## src/rtl/scroll_frame_source.sv

```systemverilog
// Scrolling message source: column RAM plus a windowing FSM that presents
// eight consecutive columns (mod the message length) as one atomic 64-bit frame.
module scroll_frame_source #(
   parameter int MSG_COLS  = 32,
   parameter int COL_AW    = 5,
   parameter int DIV_WIDTH = 24
) (
   input  logic                 sys_clk,
   input  logic                 rst,
   input  logic                 enable,
   input  logic                 wr_en,
   input  logic [COL_AW-1:0]    wr_addr,
   input  logic [7:0]           wr_data,
   input  logic [COL_AW:0]      msg_len,
   input  logic [DIV_WIDTH-1:0] step_div,
   output logic [63:0]          frame_out,
   output logic                 frame_valid,
   output logic                 wrapped
);

   typedef enum logic [2:0] {S_IDLE, S_FETCH, S_DRAIN, S_COMMIT, S_WAIT} state_t;

   localparam logic [COL_AW:0] C_MSG_COLS = (COL_AW+1)'(MSG_COLS);
   localparam logic [COL_AW:0] C_ONE      = (COL_AW+1)'(1);

   state_t               r_state, w_next_state, w_fetch_target;
   logic [COL_AW:0]      r_len, r_offset, r_addr;
   logic [COL_AW:0]      w_len_clamp, w_offset_start, w_addr_inc, w_offset_inc;
   logic [2:0]           r_k;
   logic [DIV_WIDTH-1:0] r_prescale;
   logic [63:0]          r_staging, w_frame_next;
   logic [7:0]           r_mem [MSG_COLS];
   logic [7:0]           r_rd_data;
   logic                 w_start, w_read, w_shift, w_load, w_commit;

   assign w_len_clamp    = (msg_len > C_MSG_COLS) ? C_MSG_COLS : msg_len;
   assign w_offset_start = (r_offset >= w_len_clamp) ? '0 : r_offset;
   assign w_addr_inc     = (r_addr + C_ONE == r_len) ? '0 : r_addr + C_ONE;
   assign w_offset_inc   = (r_len == '0 || r_offset + C_ONE == r_len) ? '0 : r_offset + C_ONE;
   // An empty message skips the reads and goes straight to the frame load.
   assign w_fetch_target = (w_len_clamp == '0) ? S_DRAIN : S_FETCH;

   // NOTE: registers use <= so every flop samples the values from before the edge.
   always_ff @(posedge sys_clk or posedge rst) begin
      if (rst) r_state <= S_IDLE;
      else     r_state <= w_next_state;
   end

   // NOTE: default assignment first so no path leaves a signal unassigned (no latch).
   always_comb begin
      w_next_state = r_state;
      case (r_state)
         S_IDLE:   if (enable) w_next_state = w_fetch_target;
         S_FETCH:  if (r_k == 3'd7) w_next_state = S_DRAIN;
         S_DRAIN:  w_next_state = S_COMMIT;
         S_COMMIT: w_next_state = S_WAIT;
         S_WAIT: begin
            if (!enable)                 w_next_state = S_IDLE;
            else if (r_prescale == '0)   w_next_state = w_fetch_target;
         end
         default:  w_next_state = S_IDLE;
      endcase
   end

   always_comb begin
      w_start  = 1'b0;
      w_read   = 1'b0;
      w_shift  = 1'b0;
      w_load   = 1'b0;
      w_commit = 1'b0;
      case (r_state)
         S_IDLE:   w_start = enable;
         S_FETCH: begin
            w_read  = 1'b1;
            w_shift = (r_k != 3'd0);
         end
         S_DRAIN:  w_load   = 1'b1;
         S_COMMIT: w_commit = 1'b1;
         S_WAIT:   w_start  = enable && (r_prescale == '0);
         default:  ;
      endcase
   end

   // Each row byte shifts right; the column read first ends up in bit 0.
   always_comb begin
      w_frame_next = '0;
      for (int r = 0; r < 8; r++)
         w_frame_next[8*r +: 8] = {r_rd_data[r], r_staging[8*r+1 +: 7]};
   end

   always_ff @(posedge sys_clk or posedge rst) begin
      if (rst) begin
         r_len       <= '0;
         r_offset    <= '0;
         r_addr      <= '0;
         r_k         <= '0;
         r_prescale  <= '0;
         r_staging   <= '0;
         frame_out   <= '0;
         frame_valid <= 1'b0;
         wrapped     <= 1'b0;
      end else begin
         frame_valid <= w_load;
         wrapped     <= w_load && (r_len != '0) && (r_offset == r_len - C_ONE);
         if (w_start) begin
            r_len    <= w_len_clamp;
            r_offset <= w_offset_start;
            r_addr   <= w_offset_start;
            r_k      <= '0;
         end
         if (w_read) begin
            r_addr <= w_addr_inc;
            r_k    <= r_k + 3'd1;
         end
         if (w_shift) r_staging <= w_frame_next;
         if (w_load)  frame_out <= (r_len == '0) ? '0 : w_frame_next;
         if (w_commit) begin
            r_offset   <= w_offset_inc;
            r_prescale <= step_div;
         end else if (r_state == S_WAIT && r_prescale != '0) begin
            r_prescale <= r_prescale - DIV_WIDTH'(1);
         end
      end
   end

   // NOTE: the column RAM and its read register carry no reset so they map to block RAM;
   // a same-address write and read in one cycle returns the old byte.
   always_ff @(posedge sys_clk) begin
      if (wr_en)  r_mem[wr_addr] <= wr_data;
      if (w_read) r_rd_data <= r_mem[r_addr[COL_AW-1:0]];
   end

endmodule

```

## config.mk

```make
export PLATFORM = sky130hd
export DESIGN_NAME = scroll_frame_source
export DESIGN_NICKNAME = d
export VERILOG_FILES = /design/src/rtl/scroll_frame_source.sv
export SDC_FILE = /design/constraint.sdc
export NUM_CORES = 1
export LEC_CHECK = 0
export CAP_MARGIN = 5
export CORE_MARGIN = 3
export CORE_UTILIZATION = 30
export CTS_CLUSTER_SIZE = 10
export DETAILED_ROUTE_END_ITERATION = 8
export PLACE_DENSITY = 0.49
export SYNTH_ARGS = -nofsm -noshare
export SYNTH_HDL_FRONTEND = slang
export SYNTH_SLANG_ARGS = --single-unit
export TNS_END_PERCENT = 50
```

## constraint.sdc

```tcl
create_clock -name sys_clk -period 19.35 [get_ports sys_clk]
set_input_delay 4.8375 -clock sys_clk [delete_from_list [all_inputs] [get_ports sys_clk]]
set_output_delay 4.8375 -clock sys_clk [all_outputs]
set_load 0.02 [all_outputs]
```

==> out/qor.yml <==
logic_synthesis:
  syn_area_um2: 17700
  yosysMostFrequentCell: "edfxtp_1"
  syn_avg_cell_area_um2: 16.6
  synth.area.top_cells: "edfxtp_1 (45%), dfrtp_1 (24%), mux4_2 (10%)"
  seq_area_frac_synth_pct: 68.8
  yosys_warnings: 0
  ys.flop_type: "edfxtp_1"
  synth_edf_count: 264
  synthArstFlopShare_pct: 39.2
  ys_ff_latch: 434
  synth_fp_nets: 1128
  synth_largest_type_area_fraction_pct: 44.7
  ys_types: 66
  synth_cells: 1066
  synthTopCellsByCount: "edfxtp_1 (264), dfrtp_1 (170), mux4_2 (80), nand2_1 (80), a22o_1 (66)"
  synth_top_cell_by_area: "edfxtp_1"
clock_network:
  post-cts-setup-buffers: 0
  clkLatencyLatePin_ns: 0.57
  cts_buffer_depth: 3
  cts.sinks: 434
  ctsHoldBuffers: 0
  ctsResizeCount: 0
  root_buffer: "clkbuf_16"
  path_clk_slew_ns: 0.06
  cts_tree: "done"
  numCtsBuffers: 51
  htreeDepth: 2
floorplanning:
  rows: 88
  die_y_um: 249
  die_area_um2: 62000
  fp.coreArea_um2: 58000
  die_w_um: 249
  initial_core_util_pct: 30.5
  io_pins: 113
cells_and_area:
  fin_nets: 1254
  regArea_um2: 12200
  areaGrowthSynthToFinish_pct: 19.1
  fill_cells: 5430
  drive_gt1_share_pct: 19.3
  final_area_um2: 21100
  antenna_cells: 0
  multi_input_area_um2: 5240
critical_path:
  crit_path_end_kind: "flop"
  cp.buffers_inverters: 2
  reg2reg_slack_ns: 16.12
  worst_setup_path_start_kind: "input pin"
  crit_slowest_cell: "o21ai_0"
  r2r-start: "r_addr[0]"
  required_ns: 19.81
  r2r-end: "r_rd_data[6]"
  cp_data_arrival_time_ns: 7.26
  cp_max_fo: 6
  slowest_delay_ns: 0.62
  worstPathCellList: "clkdlybuf4s50_1 > inv_1 > nand2_1 > ha_1 > a21o_1 > a31oi_1 > o21ai_0 > a41oi_4 > o21bai_1 > a21o_1"
  critPathMostFrequentCell: "a21o_1"
  r2r_cells: 5
  cp.depth: 10
  cp_top_family: "compound AO/OA/AOI/OAI gates"
  worstSetupPathType: "input pin to flop"
sta:
  rsz0062_at_grt: "no"
  clock_skew_ns: 0.0177
  fmax_mhz: 147
  worst_slew_pin_slew_ns: 1.20
  min_period_ns: 6.80
  finalHoldViolCount: 0
  relSlewSlack_pct: 20.1
  finalSetupTns_ns: 0
  final_max_slew_viol_count: 0
  min_period_over_period_pct: 35.1
  final-setup-viol-count: 0
grt:
  grt_max_degree: 68
  grt_pass1_wl_um: 61900
  antenna_found_initial: 0
  grt_pass1_vias: 10000
  track_usage_pct: 12.7
  overflow: 0
flow_run:
  max_cap_violations: 0
drt:
  via_per_inst: 4.84
  drc_errors: 0
  drt_iter0_drc: 558
  wl_um: 39500
  wire_per_inst_um: 20.0
  num_vias: 9560
  dr.pass1.iters: 4
  detail-route-antenna-nets: 0
placement:
  place.gp.congestion: 0.720
  port_buffers: 112
  place_hpwl_um: 24500
  place_area_um2: 19700
power_and_ir_drop:
  p_per_area_nw_per_um2: 152
  p_leak_nw: 7.46
  ir_worst_vdd_v: 0.0000763
min_path:
  hold_depth: 1
  hold_start: "r_staging[33]"
  holdCritPathClass: "flop to flop"
  min_to: "frame_out[32]"
status:
  outcome: "completed"
-- cells by family after synthesis --
kind of cell | Yosys count | share of synthesized area [%]
AO/OA/AOI/OAI | 148 | 6.49
adder cells (fa/ha/maj) | 15 | 1.06
AND/OR/NAND/NOR | 217 | 5.98
XOR/XNOR | 41 | 2.10
buffers and inverters | 73 | 1.76
multiplexers | 138 | 13.8
flip-flops | 434 | 68.8
-- cell type report --
cell class,count,share of cell area (%)
sequential,434,57.8
tap,765,4.54
clock inverter,6,0.285
multi-input combinational,559,24.9
inverter,19,0.362
clock buffer,65,6.35
timing repair buffer,127,5.85
-- worst max path at each step --
stage,end,slack (ns),startpoint
floorplan,frame_out[0],9.91,rst
global placement,r_offset[2],11.98,msg_len[5]
detailed placement,r_offset[2],11.97,msg_len[5]
CTS,r_offset[2],12.58,msg_len[5]
global route,r_staging[45],12.44,rst
finish,r_offset[2],12.55,msg_len[5]
-- through the flow --
step           utilization (%)  setup slack [ns]  cells  power (mW)  hold WS (ns)
2_1_floorplan                -              9.91   1066        2.04         0.461
3_3_place_gp              33.9             11.98   1904        2.40         0.469
3_5_place_dp              33.9             11.97   1904        2.41         0.469
4_1_cts                   36.4             12.58   1975        3.27         0.486
5_1_grt                   36.4             12.44   1975        3.40         0.504
6_report                  36.4             12.55   1975        3.21         0.481
-- worst register-to-register path: stages (launching register included) --
cell	delay, ns
dfrtp_4	0.98
buf_4	0.65
mux4_2	0.62
mux4_2	0.48
nand2_1	0.13
nand2_1	0.11
-- where the power goes --
group          switching, mW  internal, mW  total (mW)
clock network          0.351         0.491       0.842
logic                  0.474         0.525       0.999
registers              0.195          1.18        1.37
-- state kept, by name, summed over array words and instances, names as in the netlist --
| register | cells |
|---|---|
| r_rd_data | 8 |
| wrapped | 1 |
| r_offset | 6 |
| frame_out | 64 |
| r_addr | 6 |
| r_staging | 56 |
| r_len | 6 |
| frame_valid | 1 |
| r_k | 3 |
| r_prescale | 24 |
| r_state | 3 |
| r_mem | 256 |
-- metal layers --
| metal | part of all wire, % | track usage [%] |
|---|---|---|
| met5 | 0 | 0 |
| met4 | 2.1 | 3.69 |
| met3 | 4.5 | 2.26 |
| met2 | 45 | 19.3 |
| met1 | 49 | 18.7 |
-- cell usage in the layout (no fill, tap or decap), drive strengths merged, types with 3 or more instances in the layout --
cell	count
a21oi	9
xnor2	28
mux4	80
nand3	17
nor3	16
ha	15
o211ai	7
a22oi	3
xor2	12
clkinv	4
o21ai	41
buf	15
nor2b	3
nand2b	6
a31oi	4
dfrtp	170
nand4	3
edfxtp	264
clkdlybuf4s50	112
nand3b	5
inv	20
nor3b	3
nand2	80
mux2	57
nor2	52
or4	3
a22o	66
a21o	4
nor4	12
clkbuf	65
or3	5
Note: power is estimated with default switching activity, not from simulation.
